### src/rtl/seq_detector_param.sv
// Serial pattern detector with a runtime-loadable pattern of up to MAX_LEN bits.
// Supports overlapping and non-overlapping matching and a saturating match counter.
module seq_detector_param #(
  parameter int unsigned          MAX_LEN     = 8,
  parameter int unsigned          LEN_W       = 4,
  parameter int unsigned          CNT_W       = 16,
  parameter logic [MAX_LEN-1:0]   DEF_PATTERN = MAX_LEN'(3'b010),
  parameter logic [LEN_W-1:0]     DEF_LEN     = LEN_W'(3),
  parameter logic                 DEF_OVERLAP = 1'b1
) (
  input  logic               clk,
  input  logic               reset,
  input  logic               en,
  input  logic               in,
  input  logic               cfg_load,
  input  logic [MAX_LEN-1:0] cfg_pattern,
  input  logic [LEN_W-1:0]   cfg_len,
  input  logic               cfg_overlap,
  input  logic               clr_count,
  output logic               out,
  output logic [CNT_W-1:0]   match_count,
  output logic               count_sat
);

  localparam int unsigned FILL_W = $clog2(MAX_LEN + 1);

  logic [MAX_LEN-1:0] history;
  logic [FILL_W-1:0]  fill;
  logic [MAX_LEN-1:0] pattern;
  logic [LEN_W-1:0]   len;
  logic               overlap;

  logic [MAX_LEN-1:0] history_shift;
  logic [FILL_W-1:0]  fill_inc;
  logic [MAX_LEN-1:0] mask;
  logic [LEN_W-1:0]   len_clamped;
  logic               sample;
  logic               match;
  logic [CNT_W-1:0]   count_next;
  logic               sat_next;

  // Candidate history/fill after consuming the current bit, and the match decision.
  always_comb begin
    history_shift = '0;
    fill_inc      = fill;
    mask          = '0;
    sample        = en && !cfg_load;
    match         = 1'b0;
    if (MAX_LEN > 1)
      history_shift = {history[MAX_LEN-2:0], in};
    else
      history_shift[0] = in;
    if (fill != FILL_W'(MAX_LEN))
      fill_inc = fill + FILL_W'(1);
    for (int unsigned i = 0; i < MAX_LEN; i++)
      mask[i] = (i < 32'(len));
    match = sample && (len != '0) && (LEN_W'(fill_inc) >= len) &&
            (((history_shift ^ pattern) & mask) == '0);
  end

  // Clamp an oversized requested length to the history depth.
  always_comb begin
    len_clamped = cfg_len;
    if (32'(cfg_len) > MAX_LEN)
      len_clamped = LEN_W'(MAX_LEN);
  end

  // Counter update: a same-edge clear happens before the match is counted.
  always_comb begin
    count_next = match_count;
    sat_next   = count_sat;
    if (clr_count) begin
      count_next = '0;
      sat_next   = 1'b0;
    end
    if (match && (count_next != '1)) begin
      count_next = count_next + CNT_W'(1);
      if (count_next == '1)
        sat_next = 1'b1;
    end
  end

  // Configuration, history, fill and match pulse registers.
  always_ff @(posedge clk or negedge reset) begin
    if (!reset) begin
      history <= '0;
      fill    <= '0;
      pattern <= DEF_PATTERN;
      len     <= DEF_LEN;
      overlap <= DEF_OVERLAP;
      out     <= 1'b0;
    end else if (cfg_load) begin
      pattern <= cfg_pattern;
      len     <= len_clamped;
      overlap <= cfg_overlap;
      history <= '0;
      fill    <= '0;
      out     <= 1'b0;
    end else if (en) begin
      history <= history_shift;
      fill    <= (match && !overlap) ? '0 : fill_inc;
      out     <= match;
    end else begin
      out     <= 1'b0;
    end
  end

  // Saturating match counter and sticky saturation flag.
  always_ff @(posedge clk or negedge reset) begin
    if (!reset) begin
      match_count <= '0;
      count_sat   <= 1'b0;
    end else begin
      match_count <= count_next;
      count_sat   <= sat_next;
    end
  end

endmodule

### config.mk
export PLATFORM = sky130hd
export DESIGN_NAME = seq_detector_param
export DESIGN_NICKNAME = d
export VERILOG_FILES = /design/src/rtl/seq_detector_param.sv
export SDC_FILE = /design/constraint.sdc
export NUM_CORES = 1
export LEC_CHECK = 0
export ABC_AREA = 1
export BUFFER_PORTS_ARGS = -buffer_cell sky130_fd_sc_hd__buf_2
export CAP_MARGIN = 10
export CORE_MARGIN = 2
export CORE_UTILIZATION = 62
export DETAILED_ROUTE_END_ITERATION = 12
export GPL_TIMING_DRIVEN = 0
export PLACE_DENSITY_LB_ADDON = 0.25
export SLEW_MARGIN = 20
export SYNTH_ARGS = -nofsm -noshare
export SYNTH_HDL_FRONTEND = slang
export SYNTH_SLANG_ARGS = --single-unit
### constraint.sdc
create_clock -name clk -period 6.2 [get_ports clk]
set_input_delay 0.62 -clock clk [delete_from_list [all_inputs] [get_ports clk]]
set_output_delay 0.62 -clock clk [all_outputs]
set_load 0.1 [all_outputs]
# After elaboration in Yosys (flattened, before gate mapping)
# Cells that the tools add are included.
# W data, S select, Z words.
# word_totals
register_bits	42
out_inout_bits	18
in_bits	19
elab_cells	50
# classes
n_eq_ne	3
addsub	2
order_cmp	10
n_bitwise	2
n_reduce_logical	11
mux	14
# ops
cell	n
$mux W16	2
$mux W4	5
$add A16 B1 Y16 const B	1
$eq A16 B16 Y1 const B	1
$lt A3 B4 Y1 const A	4
$ne A16 B16 Y1 const B	1
$mux W7	2
$and A8 B8 Y8	1
$logic_not A8 Y1	1
$lt A1 B4 Y1 const A	2
$lt A2 B4 Y1 const A	2
$xor A8 B8 Y8	1
$logic_and A1 B1 Y1	6
$mux W1	5
$add A4 B1 Y4 const B	1
$ge A4 B4 Y1	1
$gt A4 B4 Y1 const B	1
$ne A4 B4 Y1 const B	1
$reduce_bool A4 Y1	1
$logic_not A1 Y1	2
$reduce_bool A2 Y1	1

# Logic depth before layout (Yosys ltp)
# logic_depth
depth_word	9
ltp_mapped	18
mapped_depth_nobuf	16

# Worst setup path after synthesis
# OpenSTA, ideal clock, no wires.
# synth_path
path_type	register to register
startpoint	register match_count[1]
endpoint	register match_count[13]
n_path_buf	2
setup_time_ns	0.121
synth_period_minus_slack_ns	2.475
path_stages_with_launch	15
required_ns	6.079
slack_ns	3.725
t_arrival_ns	2.353
cell_sequence	dfrtp_1 > inv_1 > nor2_2 > ha_1 > nand3_2 > nor2_2 > nand2_2 > inv_2 > nand3_1 > nand3_2 > buf_6 > inv_4 > buf_6 > nand2_2 > o21ai_2
# synth_between
elab_chain_cells	4
elab_cells_between_ends	5
classes_between	add/sub: 1; eq/ne: 1; mux: 2; reduce/logical: 1
# synth_rtl
item	line	source
start: declaration	21	output logic [CNT_W-1:0] match_count,
start signal: assignment	114	match_count <= count_next;
$mux W16 *	72	if (clr_count) begin
branches (longest 2 deep; another with $add A16 B1 Y16)	n/a	
$mux W16 *	76	if (match && (count_next != '1)) begin
via count_next[13]	39	logic [CNT_W-1:0] count_next;
# Mark *: on every way through the listed nets, which the timed path passes.
# A chain may end at the register's enable or synchronous reset.

# Final worst setup path
# layout_path
startpoint	register fill[0]
endpoint	register match_count[13]
# layout_between
elab_chain_cells	7
elab_cells_between_ends	8
classes_between	add/sub: 1; order compare: 1; eq/ne: 1; mux: 2; reduce/logical: 3
# layout_rtl
item	line	source
start: declaration	28	logic [FILL_W-1:0] fill;
start signal: assignment	101	fill <= (match && !overlap) ? '0 : fill_inc;
$add A4 B1 Y4 or $ne A4 B4 Y1 (tied branches)	54, 53	
$mux W4 *	53	if (fill != FILL_W'(MAX_LEN))
$ge A4 B4 Y1 *	57	match = sample && (len != '0) && (LEN_W'(fill_inc) >= len) &&
$logic_and A1 B1 Y1 * (2 in a row)	57	
$logic_and A1 B1 Y1 *	76	
$mux W16 *	76	
via count_next[13]	39	
# Mark *: on every way through the listed nets, which the timed path passes. The rest lies on a longest branch.

==> run metrics <==
cell area after placement 2875 sq um; setup TNS 0 ns; cts repair resizes 0; syn_area_per_cell 7.246 sq um; met2 Use GR 0.4754; vias in the first global route 2408; antenna violations before repair 0; worst-path maximum fanout 10; Cell Pwr Density 180.1 nW/um^2; WL per Instance 12.42 um; register area share after synthesis 0.4004; Reg clk slew, reported paths 0.09 ns; starting density of the core 0.6500; Max Fclk 410.3 MHz; IO buf count 35; layout cells sized above 1 0.1990; drc violations 0; peak supply drop 0.0001789 V; Synth Net Count 391; DR vias/cell 5.269; CTS Buf Count 5; Pre-antenna DRT Iters 4; met1 Track Usage GR 0.2919; Mapped Area 2638 sq um; clock sink total 42; max_slew headroom 0.3850; placed cells 449; Final GP Congestion 0.8659; final std cells w/o fill 457; Final Cycle Share 0.3931; Critical Path RT 6.44 ns; clock skew 0.008996 ns; Die Ht 69.23 um; Worst Hold Class input port to async pin; leakage 1.494 nW; die width 69.23 um; status completed; RSZ-0062 raised after global routing no; crit end category flip-flop; Worst Setup Path Type flip-flop to flip-flop; Clk Latency, worst-skew pair 0.31 ns; Final Worst Setup Slack 3.763 ns; Antenna Diode Count 0; final hold violation count 0; die area 4792 sq um; synthesis warning total 0; root buffer cell clkbuf_8; Setup Buffers After CTS 0; Critical Path Start Type flip-flop; # nets final 433; max-cap viol count 0; area grow syn2layout 12.43%; first-pass GRT wire length 10090 um; hpwl dp 4294 um; Synth cell types 30; minimum clock period after layout 2.437 ns; H-tree levels 2; global route hottest layer met2; largest net degree at the start of global routing 43; final total power 0.5339 mW; routing usage on met3 0.04797; Setup-failing EPs final 0; Critical Path AT 2.68 ns; worst-margin pin slew 0.9225 ns; gate count of the mapped netlist 364; total global-route track usage 0.2587; Post-CTS Hold Buffers 0; area of the core 4058 sq um; Finished Cell Area 2965 sq um; dpl ws 3.629 ns; Vias 2408; WL final 5676 um; antenna violation net count after detailed routing 0; Synth Register Bits 42; row cnt 23; CTS tree built; I/O Pins 37; Longest Clk Path Bufs 2; GRT overflow 0; 1st-iter DRT viols 164; Slew Viols, Final 0
synthesized netlist by cell type (all sizes together):
library cell	instances	area share
nand2	122	0.18
ha	8	0.038
dfstp	4	0.040
nand3b	1	0.0028
buf	5	0.019
o21ai	29	0.064
xnor2	2	0.0066
inv	56	0.083
nor3	1	0.0019
nor2	44	0.079
clkbuf	2	0.0028
o22ai	10	0.024
clkinv	1	0.0014
a21o	1	0.0028
a21oi	3	0.0057
nand3	30	0.067
nand4	3	0.0071
xor2	4	0.013
dfrtp	38	0.36
cells in the final DEF, fill, tap and decap left out:
cell	synthesis	routed
clkbuf_1	2	2
nand2_2	5	5
inv_1	52	52
ha_1	8	8
o21ai_2	6	6
nand3b_1	1	1
nand3_2	3	3
nor2_4	4	4
nor2_1	35	35
clkbuf_8	0	5
buf_6	4	4
inv_2	2	2
nand2_4	1	1
inv_4	1	1
a21oi_1	3	3
o22ai_1	10	10
a21o_1	1	1
nor3_1	1	1
xor2_1	4	4
clkinvlp_4	0	1
nand4_1	3	3
clkinv_4	0	1
nand2_1	116	116
xnor2_1	2	2
dfrtp_1	38	38
inv_8	1	1
clkinv_1	1	1
o21ai_0	23	23
nor2_2	5	5
dfstp_2	4	4
buf_2	1	36
nand3_1	26	26
nand3_4	1	1
clkinv_2	0	1
per-stage QoR:
| stage | hold slack (ns) | utilization |
|---|---|---|
| 5_1_grt | 0.4899 | 0.7308 |
| 2_1_floorplan | 0.3244 | - |
| 6_report | 0.4437 | 0.7308 |
| 4_1_cts | 0.4702 | 0.7308 |
| 3_5_place_dp | 0.4576 | 0.7086 |
| 3_3_place_gp | 0.4542 | 0.7086 |
worst paths after layout:
kind	startpoint	endpoint	slack, ns	cells past startpoint
worst min-delay path	reset	count_sat	0.44	1
worst min register to register	overlap	overlap	0.47	2
min in group clk	overlap	overlap	0.47	2
worst max-delay path	fill[0]	match_count[13]	3.76	18
worst max register to register	fill[0]	match_count[13]	3.76	18
max in group asynchronous	reset	fill[0]	5.18	1
cells by family (layout without fill, tap and decap cells):
group | after synthesis | after routing | share of synthesized area
buf+inv | 64 | 107 | 0.1067
fa+ha+maj | 8 | 8 | 0.03795
xor+xnor | 6 | 6 | 0.01992
flops | 42 | 42 | 0.4004
simple gates | 201 | 201 | 0.3392
compound gates | 43 | 43 | 0.09582
routing by layer:
layer	share of wire	wire length, um
met5	0	0
met4	0.024	135
met3	0.048	270
met2	0.52	2959
met1	0.41	2310
critical path, cell delays in order, from the launching register on:
cell     delay [ns]
dfrtp_1        0.41
inv_1          0.08
ha_1           0.21
nand3_1        0.10
xor2_1         0.19
inv_1          0.07
ha_1           0.27
inv_1          0.03
nand2_1        0.04
nand2_1        0.04
a21oi_1        0.11
nor2_1         0.05
nor2_1         0.15
nand3_2        0.11
buf_6          0.16
inv_4          0.06
buf_6          0.15
nand2_2        0.06
o21ai_2        0.05
power breakdown:
| part | internal [mW] | switching, mW | total (mW) |
|---|---|---|---|
| logic | 0.0214 | 0.0399 | 0.0613 |
| registers | 0.285 | 0.00661 | 0.291 |
| clock network | 0.0791 | 0.102 | 0.181 |
state kept, by name, indices dropped and copies added, names as in the netlist:
| signal | cells |
|---|---|
| count_sat | 1 |
| fill | 4 |
| history | 7 |
| len | 4 |
| match_count | 16 |
| out | 1 |
| overlap | 1 |
| pattern | 8 |
layout make-up:
| class | count | area (sq um) |
|---|---|---|
| fillers | 327 | 1092 |
| flip-flops and latches | 42 | 1056 |
| well taps | 50 | 62.56 |
| inverters | 57 | 224.0 |
| clock buffers | 5 | 68.82 |
| clock inverters | 3 | 21.27 |
| repair buffers | 35 | 175.2 |
| plain buffers | 7 | 57.56 |
| multi-input cells | 258 | 1300 |
Note: power is estimated with default switching activity, not from simulation.
